==> src/rtl/div_timer_pkg.sv <==
// Shared definitions for the divider/timer bank: register offsets, CTL bit
// layout and the per-channel overflow/reload state encoding.
package div_timer_pkg;

    // Register offset within a 4-byte channel window (addr[1:0]).
    // Offset 0 of window 0 is the divider; offset 0 of other windows is unmapped.
    localparam logic [1:0] OFS_DIV = 2'd0;
    localparam logic [1:0] OFS_CNT = 2'd1;
    localparam logic [1:0] OFS_MOD = 2'd2;
    localparam logic [1:0] OFS_CTL = 2'd3;

    // CTL layout: bit2 enable, bits1:0 tap select; upper bits are read-as-one.
    localparam int CTL_W      = 3;
    localparam int CTL_EN     = 2;
    localparam int CTL_SEL_HI = 1;
    localparam int CTL_SEL_LO = 0;

    // Overflow handling: IDLE counts, DELAY shows 0x00 for one cycle,
    // RELOAD is the cycle in which MOD is present in CNT and irq is high.
    typedef enum logic [1:0] {
        ST_IDLE   = 2'd0,
        ST_DELAY  = 2'd1,
        ST_RELOAD = 2'd2
    } reload_state_t;

endpackage

==> src/rtl/timer_channel.sv <==
// One programmable timer channel: falling-edge detector on the selected
// divider tap, 8-bit counter, modulo register and overflow/reload FSM.
module timer_channel
    import div_timer_pkg::*;
(
    input  logic             clk1,
    input  logic             nreset,
    input  logic             tap_bit,
    input  logic             wr_cnt,
    input  logic             wr_mod,
    input  logic             wr_ctl,
    input  logic [7:0]       wdata,
    output logic [7:0]       cnt,
    output logic [7:0]       mod,
    output logic [CTL_W-1:0] ctl,
    output logic             irq
);

    logic [7:0]       cnt_reg;
    logic [7:0]       mod_reg;
    logic [CTL_W-1:0] ctl_reg;
    logic             t_q_reg;
    logic             irq_reg;
    reload_state_t    state_reg;

    logic t_now;
    logic tick;

    // Gating by enable happens before the edge detector, so clearing en while
    // the tap is high, a DIV clear or a sel change all look like a falling edge.
    assign t_now = ctl_reg[CTL_EN] & tap_bit;
    assign tick  = t_q_reg & ~t_now;

    // Delayed copy of the gated tap for falling-edge detection.
    always_ff @(posedge clk1) begin
        if (!nreset) begin
            t_q_reg <= 1'b0;
        end else begin
            t_q_reg <= t_now;
        end
    end

    // CPU-writable configuration registers.
    always_ff @(posedge clk1) begin
        if (!nreset) begin
            ctl_reg <= '0;
            mod_reg <= 8'h00;
        end else begin
            if (wr_ctl) begin
                ctl_reg <= wdata[CTL_W-1:0];
            end
            if (wr_mod) begin
                mod_reg <= wdata;
            end
        end
    end

    // Counter and overflow/reload sequencing; ticks outside IDLE are dropped.
    always_ff @(posedge clk1) begin
        if (!nreset) begin
            state_reg <= ST_IDLE;
            cnt_reg   <= 8'h00;
            irq_reg   <= 1'b0;
        end else begin
            irq_reg <= 1'b0;
            case (state_reg)
                ST_IDLE: begin
                    if (wr_cnt) begin
                        cnt_reg <= wdata;
                    end else if (tick) begin
                        if (cnt_reg == 8'hFF) begin
                            cnt_reg   <= 8'h00;
                            state_reg <= ST_DELAY;
                        end else begin
                            cnt_reg <= cnt_reg + 8'd1;
                        end
                    end
                end
                ST_DELAY: begin
                    if (wr_cnt) begin
                        // CPU rewrite cancels both the reload and the interrupt.
                        cnt_reg   <= wdata;
                        state_reg <= ST_IDLE;
                    end else begin
                        // A MOD write landing now is forwarded into the load.
                        cnt_reg   <= wr_mod ? wdata : mod_reg;
                        irq_reg   <= 1'b1;
                        state_reg <= ST_RELOAD;
                    end
                end
                ST_RELOAD: begin
                    // CNT writes are ignored here; MOD writes pass through to CNT.
                    if (wr_mod) begin
                        cnt_reg <= wdata;
                    end
                    state_reg <= ST_IDLE;
                end
                default: begin
                    state_reg <= ST_IDLE;
                end
            endcase
        end
    end

    assign cnt = cnt_reg;
    assign mod = mod_reg;
    assign ctl = ctl_reg;
    assign irq = irq_reg;

endmodule

==> src/rtl/div_timer_bank.sv <==
// Free-running system divider plus N_TIMERS programmable timer channels on a
// byte-wide register bus. Holds the divider, address decode, read mux and the
// per-channel divider tap selection.
module div_timer_bank
    import div_timer_pkg::*;
#(
    parameter int DIV_W    = 16,
    parameter int N_TIMERS = 1,
    parameter int TAP0     = 9,
    parameter int TAP1     = 3,
    parameter int TAP2     = 5,
    parameter int TAP3     = 7,
    parameter int APU_TAP  = 12
) (
    input  logic                clk1,
    input  logic                nreset,
    input  logic                ce,
    input  logic [3:0]          addr,
    input  logic [7:0]          wdata,
    input  logic                wr,
    input  logic                rd,
    output logic [7:0]          rdata,
    output logic [N_TIMERS-1:0] irq,
    output logic                div_tap
);

    logic [DIV_W-1:0] div_reg;
    logic [1:0]       ch_idx;
    logic [1:0]       ofs;
    logic             div_clr;

    logic [7:0]       cnt_arr [N_TIMERS];
    logic [7:0]       mod_arr [N_TIMERS];
    logic [CTL_W-1:0] ctl_arr [N_TIMERS];

    assign ch_idx  = addr[3:2];
    assign ofs     = addr[1:0];
    assign div_clr = wr && (addr == 4'd0);

    // System divider; a CPU write clears it and takes priority over ce.
    always_ff @(posedge clk1) begin
        if (!nreset) begin
            div_reg <= '0;
        end else if (div_clr) begin
            div_reg <= '0;
        end else if (ce) begin
            div_reg <= div_reg + DIV_W'(1);
        end
    end

    // Straight from the flop so the APU sequencer sees no decode glitches.
    assign div_tap = div_reg[APU_TAP];

    generate
        for (genvar gi = 0; gi < N_TIMERS; gi++) begin : g_ch
            logic tap_sel;
            logic wr_cnt;
            logic wr_mod;
            logic wr_ctl;

            assign wr_cnt = wr && (ch_idx == 2'(gi)) && (ofs == OFS_CNT);
            assign wr_mod = wr && (ch_idx == 2'(gi)) && (ofs == OFS_MOD);
            assign wr_ctl = wr && (ch_idx == 2'(gi)) && (ofs == OFS_CTL);

            // Divider bit driving this channel, chosen by CTL.sel.
            always_comb begin
                case (ctl_arr[gi][CTL_SEL_HI:CTL_SEL_LO])
                    2'd0:    tap_sel = div_reg[TAP0];
                    2'd1:    tap_sel = div_reg[TAP1];
                    2'd2:    tap_sel = div_reg[TAP2];
                    default: tap_sel = div_reg[TAP3];
                endcase
            end

            timer_channel u_ch (
                .clk1    (clk1),
                .nreset  (nreset),
                .tap_bit (tap_sel),
                .wr_cnt  (wr_cnt),
                .wr_mod  (wr_mod),
                .wr_ctl  (wr_ctl),
                .wdata   (wdata),
                .cnt     (cnt_arr[gi]),
                .mod     (mod_arr[gi]),
                .ctl     (ctl_arr[gi]),
                .irq     (irq[gi])
            );
        end
    endgenerate

    // Read mux: idle bus and unmapped locations return all ones.
    always_comb begin
        rdata = 8'hFF;
        if (rd) begin
            if (addr == 4'd0) begin
                rdata = div_reg[DIV_W-1 -: 8];
            end else begin
                for (int n = 0; n < N_TIMERS; n++) begin
                    if (ch_idx == 2'(n)) begin
                        case (ofs)
                            OFS_CNT: rdata = cnt_arr[n];
                            OFS_MOD: rdata = mod_arr[n];
                            OFS_CTL: rdata = {{(8-CTL_W){1'b1}}, ctl_arr[n]};
                            default: rdata = 8'hFF;
                        endcase
                    end
                end
            end
        end
    end

endmodule
==> config.mk <==
export PLATFORM = sky130hd
export DESIGN_NAME = div_timer_bank
export DESIGN_NICKNAME = d
export VERILOG_FILES = /design/src/rtl/div_timer_pkg.sv /design/src/rtl/timer_channel.sv /design/src/rtl/div_timer_bank.sv
export SDC_FILE = /design/constraint.sdc
export NUM_CORES = 1
export LEC_CHECK = 0
export CORE_ASPECT_RATIO = 1.5
export CORE_UTILIZATION = 55
export CTS_CLUSTER_SIZE = 16
export DETAILED_ROUTE_END_ITERATION = 8
export PLACE_DENSITY = 0.88
export SLEW_MARGIN = 20
export SYNTH_ARGS = -nofsm -noshare
export SYNTH_HDL_FRONTEND = slang
export SYNTH_SLANG_ARGS = --single-unit
==> constraint.sdc <==
create_clock -name clk1 -period 3.42 [get_ports clk1]
set_input_delay 0.855 -clock clk1 [delete_from_list [all_inputs] [get_ports clk1]]
set_output_delay 0.855 -clock clk1 [all_outputs]
set_load 0.05 [all_outputs]
### Yosys cells after proc, flatten, opt, wreduce, memory -nomap -nowiden

Index checks and enable logic that the tools add are counted.

| storage, ports and cells | value |
|---|---|
| register bits after elaboration | 39 |
| latch bits | 0 |
| memory bits (writable) | 0 |
| memory bits (read-only) | 0 |
| input bits | 17 |
| output and inout port bits | 10 |
| logic and storage cells | 58 |
| memories | 0 |

| cells by class | value |
|---|---|
| add/subtract/negate cells | 2 |
| multiply operators | 0 |
| divide/modulo/power cells | 0 |
| order comparisons | 0 |
| eq/ne operators | 13 |
| shift operators | 0 |
| multiplexer cells | 18 |
| bitwise operators | 4 |
| reductions and logical operators | 14 |

Operators by type and width:

| kind | count |
|---|---|
| $mux W8 | 9 |
| $pmux W8 S3 | 2 |
| $add A16 B1 Y16 const B | 1 |
| $add A8 B1 Y8 const B | 1 |
| $eq A2 B2 Y1 const B | 4 |
| $eq A8 B8 Y1 const B | 1 |
| $mux W2 | 4 |
| $eq A2 B1 Y1 const B | 3 |
| $logic_not A2 Y1 | 3 |
| $ne A2 B1 Y1 const B | 3 |
| $reduce_and A3 Y1 | 2 |
| $logic_and A1 B1 Y1 | 5 |
| $logic_not A4 Y1 | 1 |
| $pmux W2 S2 | 1 |
| $ne A3 B1 Y1 const B | 1 |
| $pmux W1 S3 | 1 |
| $reduce_bool A3 Y1 | 1 |
| $and A1 B1 Y1 | 2 |
| $ne A2 B2 Y1 const B | 1 |
| $not A1 Y1 | 2 |
| $reduce_and A2 Y1 | 1 |
| $reduce_or A2 Y1 | 1 |
| $mux W1 | 1 |

### Depth between registers and ports, before layout

| logic depth | value |
|---|---|
| word-level depth | 8 |
| gate-level depth with buffers | 8 |
| mapped depth without buffers | 7 |

### Hierarchy

Synthesis repeated with hierarchy kept, for this count alone.

| unflattened totals | value |
|---|---|
| cell total of the unflattened synthesis | 291 |
| area, all modules | 2469.9 µm² |

Modules (own cells, without submodules):

| module | times used | cells an instance | area each (µm²) | sequential area each (µm²) |
|---|---|---|---|---|
| timer_channel | 1 | 177 | 1447.6 | 460.4 |
| div_timer_bank | 1 | 114 | 1022.2 | 320.3 |

### Worst setup path after synthesis

OpenSTA, ideal clock, no wires.

| timing path | value |
|---|---|
| path kind | input to output |
| from | input addr[0] |
| to | output rdata[2] |
| data arrival time | 2.408 ns |
| data required time | 2.565 ns |
| path slack | 0.157 ns |
| stages on the path | 4 |
| path buffers | 2 |
| path through | clkbuf_1 > buf_1 > mux4_2 > nand2b_1 |

| between the ends | value |
|---|---|
| longest elaborated chain between the ends | 5 |
| elaborated cells between the ends (all ways) | 8 |
| classes of those cells | 3 x eq/ne; 4 x mux; 1 x reduce/logical |

Ends and longest elaborated chain:

| element | RTL line | RTL |
|---|---|---|
| from (decl) | div_timer_bank.sv:18 | `input logic [3:0] addr,` |
| $eq A2 B2 Y1 / $eq A2 B1 Y1 (equally long branches) | div_timer_bank.sv:100 | `case (ofs)` |
| $pmux W8 S3 | div_timer_bank.sv:100 |  |
| $mux W8 | div_timer_bank.sv:99 | `if (ch_idx == 2'(n)) begin` |
| $mux W8 * | div_timer_bank.sv:95 | `if (addr == 4'd0) begin` |
| $mux W8 * | div_timer_bank.sv:94 | `if (rd) begin` |
| to (decl) | div_timer_bank.sv:22 | `output logic [7:0] rdata,` |

Every way passes the cells marked *; elsewhere a longest branch is shown, timed or not.

### Final worst setup path

| timing path | value |
|---|---|
| from | input addr[0] |
| to | output rdata[0] |

The elaborated chain is that of the path after synthesis.

==> impl_results.md <==
- Status: complete, no violations
- Initial antenna violation count: 0
- Worst-path clk slew: 0.07 ns
- Delay-heaviest family, CP: buffers and inverters
- Share of cells above drive strength 1: 0.146
- Sum Neg Setup Slack: 0 ns
- Flop pwr share: 0.479
- Max clock buf depth: 2
- Final Critical Period: 3.23 ns
- Register Area: 781 sq um
- Hold Crit Class: flop to flop
- Worst Path Buf+Inv: 3
- Drt initial violations: around 160
- Synth unique cells: 51
- CTS sink cnt: 39
- Reg2Reg Setup Slack: 1.30 ns
- N_diodes: 0
- Row cnt: 28
- Worst Tran Pin Value: 0.824 ns
- Post-CTS Setup Repair Bufs: 0
- Number of nets with antenna violations after routing: 0
- Drt via density: 6.41
- WS Path Type: primary input to primary output
- Overall power: 0.970 mW
- Fin crit share: 0.945
- Clk Latency, worst-skew pair: 0.29 ns
- Wirelength, routed: 6150 um
- Ports: 27
- Slowest-stage cell, CP: clkdlybuf4s50_1
- Sw Share: 0.230
- CP Cell Sequence: clkdlybuf4s50_1 > buf_12 > mux4_2 > nand2b_1 > buf_4
- Startpoint Class: primary input
- Largest net degree at the start of global routing: 28
- Nets: 331
- Unrepaired setup endpoints after global routing: no
- P per Cell Area: 339 mW/mm^2
- DR pass1 iterations: 5
- Fillcell total: 310
- Pint: between 0.7 and 0.8 mW
- Clock Power Share: 0.407
- Count of state elements after synthesis: 39
- Starting density of the core: 0.587
- Slew margin rel.: 0.449
- Fmax: 309 MHz
- Maximum fanout along the worst path: 18
- Post-CTS sizing: 0
- Die Wd: approximately 56 um
- Syn Inst Count: 280
- GRT Util Overall: 0.286
- First-pass GRT wire length: 10100 um
- Fin. Hold Viols: 0
- Via count: 2270
- Hold buffer count at cts: 0
- Critical Path RT: 2.56 ns
- Worst vdd ir: 0.333 mV
- Setup violators final: 0
- Vias in the first global route: 2172
- Total gr overflow: 0
- DR WL/cell: between 15 and 20 um
- Max Cap Viol: 0
- Syn nets: 303
- Slowest cell delay on critical path: 0.50 ns
- Slew Viols, Final: 0
- Multi-input gate area: roughly 0.0015 sq mm
- CTS tree: yes
- DP Wirelength: 4580 um
- LEAKAGE: approximately 1.1 nW
- Setup crit end kind: primary output
- Synth warn: 0
- Max reg flops: 16
- CTS Root Cell: clkbuf_8
- H-tree level count: 2
- Die footprint: between 0.004 and 0.005 sq mm
- IO buf count: 26
- Hold Slack: 0.500 ns
- Gp weighted congestion: between 0.9 and 1
- Area Growth Syn to Fin: 21.1%
- Syn_area_per_cell: 8.45 sq um
- Synthesized cell area: 0.00237 sq mm
- Clock skew: 0.00671 ns
- Drt drc: 0
- CTS Buf Count: 5
- Die H: 82.3 um
- WP data arrival: 2.38 ns
- Logic pwr share: 0.114
- Psw: around 0.22 mW
- Core area: 0.00403 sq mm
- Post-synthesis sequential area ratio: 0.330
==> power groups by stage <==
stage	sequential [mW]	clock (mW)	combinational [mW]
after floorplan	0.473	0	0.0581
after global placement	0.475	0	0.107
after detailed placement	0.476	0	0.109
after CTS	0.465	0.399	0.110
after global routing	0.466	0.414	0.118
final	0.465	0.395	0.110
==> cell usage in the layout, fill, tap and decap left out, drive strengths merged, types with 8 or more instances in the layout <==
cell type,n
xor2,10
a21boi,9
o22ai,8
nand2,49
o21ai,16
a21oi,12
clkdlybuf4s50,18
nor2,19
buf,18
dfxtp,39
==> cells by family (layout without fill, tap and decap cells) <==
family          count (synthesis)  count (layout)  synth area share
simple gates                  112             112             0.232
compound gates                 72              72             0.219
flops                          39              39             0.330
buf+inv                        19              48            0.0338
mux                            18              18             0.101
xor+xnor                       14              14            0.0518
fa+ha+maj                       6               6            0.0317
==> cells in the mapped netlist (all sizes together) <==
cell type  instances  area (sq um)
a21oi             12          60.1
mux2               7          78.8
mux2i              7          70.1
a21bo              1          10.0
o211ai             2          15.0
o221ai             3          26.3
nor2              19          71.3
o2111ai            2          17.5
inv                4          15.0
dfxtp             39           781
mux4               4          90.1
nand4              4          25.0
o22ai              8          62.6
a31oi              5          31.3
xnor2              4          35.0
a221o              1          10.0
a311o              1          10.0
o32ai              1          16.3
a21o               3          22.5
nand3              6          30.0
buf                3          20.0
nor3               2          10.0
clkbuf            12          45.0
xor2              10          87.6
or3                6          37.5
or4                1          7.51
nor3b              2          15.0
nor4b              1          15.0
o21a               2          15.0
ha                 6          75.1
nor2b              5          31.3
and3               7          43.8
and2               3          18.8
a32oi              1          8.76
and4               1          8.76
or4b               1          13.8
a221oi             4          52.6
a21boi             9          67.6
nor4bb             1          10.0
nand2             49           186
o211a              1          10.0
o21ai             16          83.8
nand2b             4          25.0
==> area by class of cell <==
type	count	share of cell area
inverter	4	0.00524
clock buffer	6	0.0288
multi-input combinational	222	0.525
tap	45	0.0197
sequential	39	0.272
timing repair buffer	36	0.136
clock inverter	2	0.0122
==> through the flow <==
stage,setup WS [ns],area [sq um],std cells,util
after floorplan,0.157,2370,280,-
after global placement,0.224,2750,346,0.682
after detailed placement,0.187,2750,346,0.682
after CTS,0.188,2870,354,0.711
after global routing,0.118,2870,354,0.711
final,0.188,2870,354,0.711
==> worst reg2reg max path: stages (launching register included) <==
cell and delay, ns:
dfxtp_1 0.39, ha_1 0.26, and3_1 0.25, and3_1 0.24
o21a_1 0.20, or4_1 0.55, a21oi_1 0.17
==> per-layer routing <==
metal,routed length (um),track usage,share of wire
met1,2280,0.307,0.37
met2,3050,0.530,0.50
met3,415,0.0312,0.067
met4,405,0.195,0.066
met5,0,0,0
==> worst paths after layout <==
check | from | endpoint | cells past startpoint
min | div_reg[15] | div_reg[15] | 2
max | addr[0] | rdata[0] | 5
min reg2reg | div_reg[15] | div_reg[15] | 2
max reg2reg | g_ch[0].u_ch.cnt[0] | g_ch[0].u_ch.cnt[3] | 6
(Power assumes the default switching activity.)
